**src/rtl/spi_rom_fetch_pkg.sv**
```systemverilog
// Shared constants and FSM encoding for the SPI ROM read engine.
package spi_rom_fetch_pkg;

  localparam logic [7:0]  CmdRead = 8'h03;
  localparam int unsigned AddrW   = 24;
  localparam int unsigned LenW    = 8;
  localparam int unsigned CsGap   = 4;
  localparam int unsigned GapW    = 3;

  typedef enum logic [2:0] {
    StIdle,
    StCmd,
    StAddr,
    StData,
    StGap
  } state_e;

endpackage

```
**src/rtl/spi_rom_fetch_bit_clock.sv**
```systemverilog
// clk/2 SCLK generator; the low half stretches while stall_i is high.
module spi_rom_fetch_bit_clock (
  input  logic clk_i,
  input  logic rst_i,
  input  logic en_i,
  input  logic stall_i,
  output logic sclk_o,
  output logic sample_o
);

  logic sclk_q;

  always_ff @(posedge clk_i or posedge rst_i) begin
    if (rst_i) begin
      sclk_q <= 1'b0;
    end else if (!en_i || sclk_q) begin
      sclk_q <= 1'b0;
    end else if (!stall_i) begin
      sclk_q <= 1'b1;
    end
  end

  assign sclk_o   = sclk_q;
  // The edge that ends the high half samples MISO and shifts MOSI.
  assign sample_o = en_i & sclk_q;

endmodule

```
**src/rtl/spi_rom_fetch.sv**
```systemverilog
// SPI flash READ engine: sends 0x03 + 24-bit address, returns bytes through a valid/ready register.
module spi_rom_fetch
  import spi_rom_fetch_pkg::*;
(
  input  logic             clk_i,
  input  logic             rst_i,
  input  logic             req_valid_i,
  output logic             req_ready_o,
  input  logic [AddrW-1:0] req_addr_i,
  input  logic [LenW-1:0]  req_len_i,
  input  logic             abort_i,
  output logic [7:0]       byte_data_o,
  output logic             byte_valid_o,
  input  logic             byte_ready_i,
  output logic             busy_o,
  output logic             done_o,
  output logic             spi_cs_o,
  output logic             spi_sclk_o,
  output logic             spi_mosi_o,
  input  logic             spi_miso_i
);

  state_e          state_q;
  logic [31:0]     pre_q;
  logic [7:0]      rx_q, byte_data_q;
  logic [4:0]      bit_cnt_q;
  logic [LenW-1:0] byte_cnt_q;
  logic [GapW-1:0] gap_q;
  logic            pending_q, byte_valid_q, done_q, cs_q, mosi_q;

  logic            active, sample, out_free;
  logic [7:0]      rx_next;

  assign active   = (state_q == StCmd) || (state_q == StAddr) || (state_q == StData);
  assign out_free = ~byte_valid_q | byte_ready_i;
  assign rx_next  = {rx_q[6:0], spi_miso_i};

  spi_rom_fetch_bit_clock u_bit_clock (
    .clk_i    (clk_i),
    .rst_i    (rst_i),
    .en_i     (active & ~abort_i),
    .stall_i  (pending_q),
    .sclk_o   (spi_sclk_o),
    .sample_o (sample)
  );

  always_ff @(posedge clk_i or posedge rst_i) begin
    if (rst_i) begin
      state_q      <= StIdle;
      pre_q        <= '0;
      rx_q         <= '0;
      byte_data_q  <= '0;
      bit_cnt_q    <= '0;
      byte_cnt_q   <= '0;
      gap_q        <= '0;
      pending_q    <= 1'b0;
      byte_valid_q <= 1'b0;
      done_q       <= 1'b0;
      cs_q         <= 1'b0;
      mosi_q       <= 1'b0;
    end else begin
      done_q <= 1'b0;
      if (byte_valid_q && byte_ready_i) byte_valid_q <= 1'b0;
      unique case (state_q)
        StIdle: begin
          if (req_valid_i) begin
            if (req_len_i == '0) begin
              done_q <= 1'b1;
            end else begin
              state_q    <= StCmd;
              cs_q       <= 1'b1;
              mosi_q     <= CmdRead[7];
              pre_q      <= {CmdRead[6:0], req_addr_i, 1'b0};
              bit_cnt_q  <= '0;
              byte_cnt_q <= req_len_i;
              pending_q  <= 1'b0;
            end
          end
        end
        StCmd, StAddr, StData: begin
          if (abort_i) begin
            state_q      <= StGap;
            gap_q        <= GapW'(CsGap - 2);
            cs_q         <= 1'b0;
            mosi_q       <= 1'b0;
            byte_valid_q <= 1'b0;
            pending_q    <= 1'b0;
          end else if (pending_q) begin
            // A completed byte is parked in rx_q until the output register frees.
            if (out_free) begin
              byte_data_q  <= rx_q;
              byte_valid_q <= 1'b1;
              pending_q    <= 1'b0;
              if (byte_cnt_q == '0) begin
                state_q <= StGap;
                gap_q   <= GapW'(CsGap - 2);
                cs_q    <= 1'b0;
              end
            end
          end else if (sample) begin
            bit_cnt_q <= bit_cnt_q + 5'd1;
            if (state_q != StData) begin
              pre_q  <= pre_q << 1;
              mosi_q <= pre_q[31];
              if (state_q == StCmd && bit_cnt_q == 5'd7) begin
                state_q   <= StAddr;
                bit_cnt_q <= '0;
              end
              if (state_q == StAddr && bit_cnt_q == 5'd23) begin
                state_q   <= StData;
                bit_cnt_q <= '0;
                mosi_q    <= 1'b0;
              end
            end else begin
              rx_q <= rx_next;
              if (bit_cnt_q == 5'd7) begin
                bit_cnt_q  <= '0;
                byte_cnt_q <= byte_cnt_q - LenW'(1);
                if (out_free) begin
                  byte_data_q  <= rx_next;
                  byte_valid_q <= 1'b1;
                  if (byte_cnt_q == LenW'(1)) begin
                    state_q <= StGap;
                    gap_q   <= GapW'(CsGap - 2);
                    cs_q    <= 1'b0;
                  end
                end else begin
                  rx_q      <= rx_next;
                  pending_q <= 1'b1;
                end
              end
            end
          end
        end
        StGap: begin
          if (abort_i) byte_valid_q <= 1'b0;
          // Leave only once the final byte has been taken by the consumer.
          if (gap_q != '0) begin
            gap_q <= gap_q - GapW'(1);
          end else if (out_free || abort_i) begin
            state_q <= StIdle;
            done_q  <= 1'b1;
          end
        end
        default: state_q <= StIdle;
      endcase
    end
  end

  assign req_ready_o  = (state_q == StIdle) & ~rst_i;
  assign busy_o       = (state_q != StIdle);
  assign done_o       = done_q;
  assign byte_data_o  = byte_data_q;
  assign byte_valid_o = byte_valid_q;
  assign spi_cs_o     = cs_q;
  assign spi_mosi_o   = mosi_q;

endmodule

```
**config.mk**
```make
export PLATFORM = sky130hd
export DESIGN_NAME = spi_rom_fetch
export DESIGN_NICKNAME = d
export VERILOG_FILES = /design/src/rtl/spi_rom_fetch_pkg.sv /design/src/rtl/spi_rom_fetch_bit_clock.sv /design/src/rtl/spi_rom_fetch.sv
export SDC_FILE = /design/constraint.sdc
export NUM_CORES = 1
export LEC_CHECK = 0
export ABC_AREA = 1
export CAP_MARGIN = 40
export CORE_UTILIZATION = 40
export DETAILED_ROUTE_END_ITERATION = 6
export PLACE_DENSITY = 0.69
export REMOVE_ABC_BUFFERS = 1
export SYNTH_ARGS = -nofsm -noshare
export SYNTH_HDL_FRONTEND = slang
export SYNTH_SLANG_ARGS = --single-unit
```
**constraint.sdc**
```tcl
create_clock -name clk_i -period 2.8 [get_ports clk_i]
set_clock_uncertainty 0.15 [all_clocks]
set_input_delay 0.28 -clock clk_i [delete_from_list [all_inputs] [get_ports clk_i]]
set_output_delay 0.28 -clock clk_i [all_outputs]
set_load 0.1 [all_outputs]
```
==> metrics.txt <==
CP Data Required Time=2.92 ns; Post-CTS Setup Bufs=0; CTS tree=yes; Post-DRT Antenna Nets=0; EDFF count, synth=0; # hold bufs at CTS=0; Slew Limit Fails=0; ys flop type=dfrtp_1; worst-case reg-to-reg path depth=9; IO Count=53; H-tree depth=3; Layout area overhead=20.29%; yosys warns=0; gr ovfl total=0; setup tns final=0 ns; Max stage delay on crit path=0.43 ns; pin count of the biggest net entering global routing=73; Core Rows=35; final WL=7.838 mm; layout net count=618; final worst-path cycle share=0.7868; Max Buffers Root-to-Sink=2; effective utilization at floorplan=0.4185; Max Cap Violations=0; via-per-instance ratio=4.767; layout cells sized above 1=0.09845; Reg power frac=0.318; unrepaired setup endpoints after global routing=no; P per Cell Area=1091 nW/um^2; synthesis-stage register bit count=roughly 70; antenna cell count=0; die width=100.8 um; synthesized instance count=521; Synth Area per Inst=7.493 um^2; status=finished, final reports clean; commonest non-fill, non-tap cell in the layout=nand2_1; routability cong.=0.9307; minimum clock period=between 2 and 2.5 ns; clock buffer count from CTS=9; first-pass GRT wire length=13.87 mm; maximum VDD drop=440.4 uV; HP Class=input port to asynchronous set/reset pin; Internal Power=0.002655 W; clock net sink count=72; fmax=453.9 MHz; total die area=10160 um^2; Slowest-stage cell, CP=dfrtp_1; leakage power=approximately 2.3 nW; Skew-Pair Late Insertion Delay=0.34 ns; crit path kind=flip-flop to flip-flop; Max Fanout on Critical Path=33; element type at the critical path end=flip-flop; share of synthesized flip-flops with an asynchronous set or reset=1.000; commonest non-fill, non-tap cells in the layout=nand2_1 (162), dfrtp_1 (72), o21ai_0 (62); WL/cell=11.07 um; DR pass1 iterations=5; Clk pwr share=0.157; clock-pin transition on the worst setup and hold timing paths=0.08 ns; Cell variety after synth=30; Switching Share=0.4815; initial drt markers=207; GRT Resource Usage Total=0.1720; Port Buffer Count=52; sequential area share after synthesis=0.4615; setup violators final=0; Core Footprint=9328 um^2; initial antenna violation count=0; worst slew pin tran=0.4781 ns; Cell Chain, Critical Path=nor2_1, nor2_4, buf_4, a21boi_1, nand2_1, nor2_8, buf_4, nand2_1, o21ai_1; vias in the first global route=between 3000 and 4000; hpwl dp=5.597 mm; Mapped Area=roughly 3900 um^2; Hold Vio Cnt, Final=0; via count=about 3400; worst path arrival time=2.32 ns; Worst slew margin=0.6813; post-cts resize count=0; die height=100.8 um; NetSw=0.002466 W; drt drc=0; Gate power share=0.525; crit start category=flip-flop; CTS root buf=clkbuf_8; Core Util, Final=0.5034
## metrics by stage
step / instance area, um^2 / total power (W) / setup WS, ns / hold slack [ns] / instances
global placement: 4499 / 0.004279 / 0.4714 / 0.3061 / 692
detailed placement: 4499 / 0.004348 / 0.4184 / 0.3092 / 692
floorplan: 3790 / 0.003682 / 0.1032 / 0.2510 / 504
finish: 4696 / 0.005121 / 0.5969 / 0.2137 / 708
CTS: 4696 / 0.005175 / 0.5904 / 0.2279 / 708
global route: 4696 / 0.005592 / 0.3627 / 0.2469 / 708
## power by group through the flow
| stage | Sequential [W] | Clock [W] | Combinational (W) |
|---|---|---|---|
| after floorplan | 0.00187 | 0 | 0.00181 |
| after CTS | 0.00163 | 0.000836 | 0.00271 |
| final | 0.00163 | 0.000803 | 0.00269 |
| after global placement | 0.00164 | 0 | 0.00264 |
| after global routing | 0.00167 | 0.000874 | 0.00305 |
| after detailed placement | 0.00165 | 0 | 0.00270 |
## cell families after synthesis
logic type,Yosys count,synth area share
AO/OA/AOI/OAI,109,0.1471
XOR/XNOR,4,0.008973
adder cells (fa/ha/maj),6,0.01923
buffers and inverters,82,0.09166
flip-flops,72,0.4615
multiplexers,3,0.007693
AND/OR/NAND/NOR,245,0.2638
## worst max-delay path: cells and delay by family (launching register included)
kind / cells / cell delay (ns)
buffers and inverters: 2 / 0.48
DFF: 1 / 0.43
and+or+nand+nor: 5 / 0.80
AOI/OAI and AO/OA: 2 / 0.24
## layer usage
layer  vias to the layer above  wire, um  global-route usage
met3                         9       312             0.03398
met1                      1529      3732              0.2177
met2                        74      3692              0.2903
met4                         0       101             0.06689
li1                       1763         -                   -
met5                         -         0                   0
## final cells by class
class / instances / area, um^2
clock buffer: 9 / 123.9
inverter: 65 / 244.0
tap: 129 / 161.4
multi-input combinational: 367 / 1744
fill: 930 / 4632
sequential: 72 / 1802
clock inverter: 7 / 72.57
timing repair buffer: 59 / 548.0
## final timing paths
| check | to | slack [ns] | start |
|---|---|---|---|
| hold / removal | byte_cnt_q[5]$_DFFE_PP0P_ | 0.21 | rst_i |
| hold reg to reg | pre_q[26]$_DFFE_PP0P_ | 0.33 | pre_q[26]$_DFFE_PP0P_ |
| max in group asynchronous | byte_data_o[2]$_DFFE_PP0P_ | 1.98 | rst_i |
| setup reg to reg | pre_q[10]$_DFFE_PP0P_ | 0.60 | state_q[1]$_DFFE_PP0P_ |
| setup / recovery | pre_q[10]$_DFFE_PP0P_ | 0.60 | state_q[1]$_DFFE_PP0P_ |
| min in group clk_i | pre_q[26]$_DFFE_PP0P_ | 0.33 | pre_q[26]$_DFFE_PP0P_ |
## state kept, by name, indices dropped and copies added, names as in the netlist
| name | count |
|---|---|
| bit_cnt_q | 5 |
| byte_cnt_q | 8 |
| byte_data_o | 8 |
| byte_valid_o | 1 |
| done_o | 1 |
| gap_q | 3 |
| pending_q | 1 |
| pre_q | 31 |
| rx_q | 8 |
| spi_cs_o | 1 |
| spi_mosi_o | 1 |
| state_q | 3 |
| u_bit_clock.sclk_o | 1 |
## cell usage after synthesis (4+ instances only)
| library cell | n | area, um^2 |
|---|---|---|
| ha_1 | 6 | 75.07 |
| buf_2 | 7 | 35.03 |
| dfrtp_1 | 72 | 1802 |
| nand3_1 | 25 | 125.1 |
| nand2_2 | 4 | 25.02 |
| o21ai_0 | 62 | 310.3 |
| inv_1 | 62 | 232.7 |
| nor2_2 | 5 | 31.28 |
| a21oi_1 | 14 | 70.07 |
| buf_6 | 4 | 45.04 |
| nand2_1 | 162 | 608.1 |
| o21ai_1 | 24 | 120.1 |
| xnor2_1 | 4 | 35.03 |
| nor2_1 | 37 | 138.9 |
Note: power is estimated with default switching activity, not from simulation.
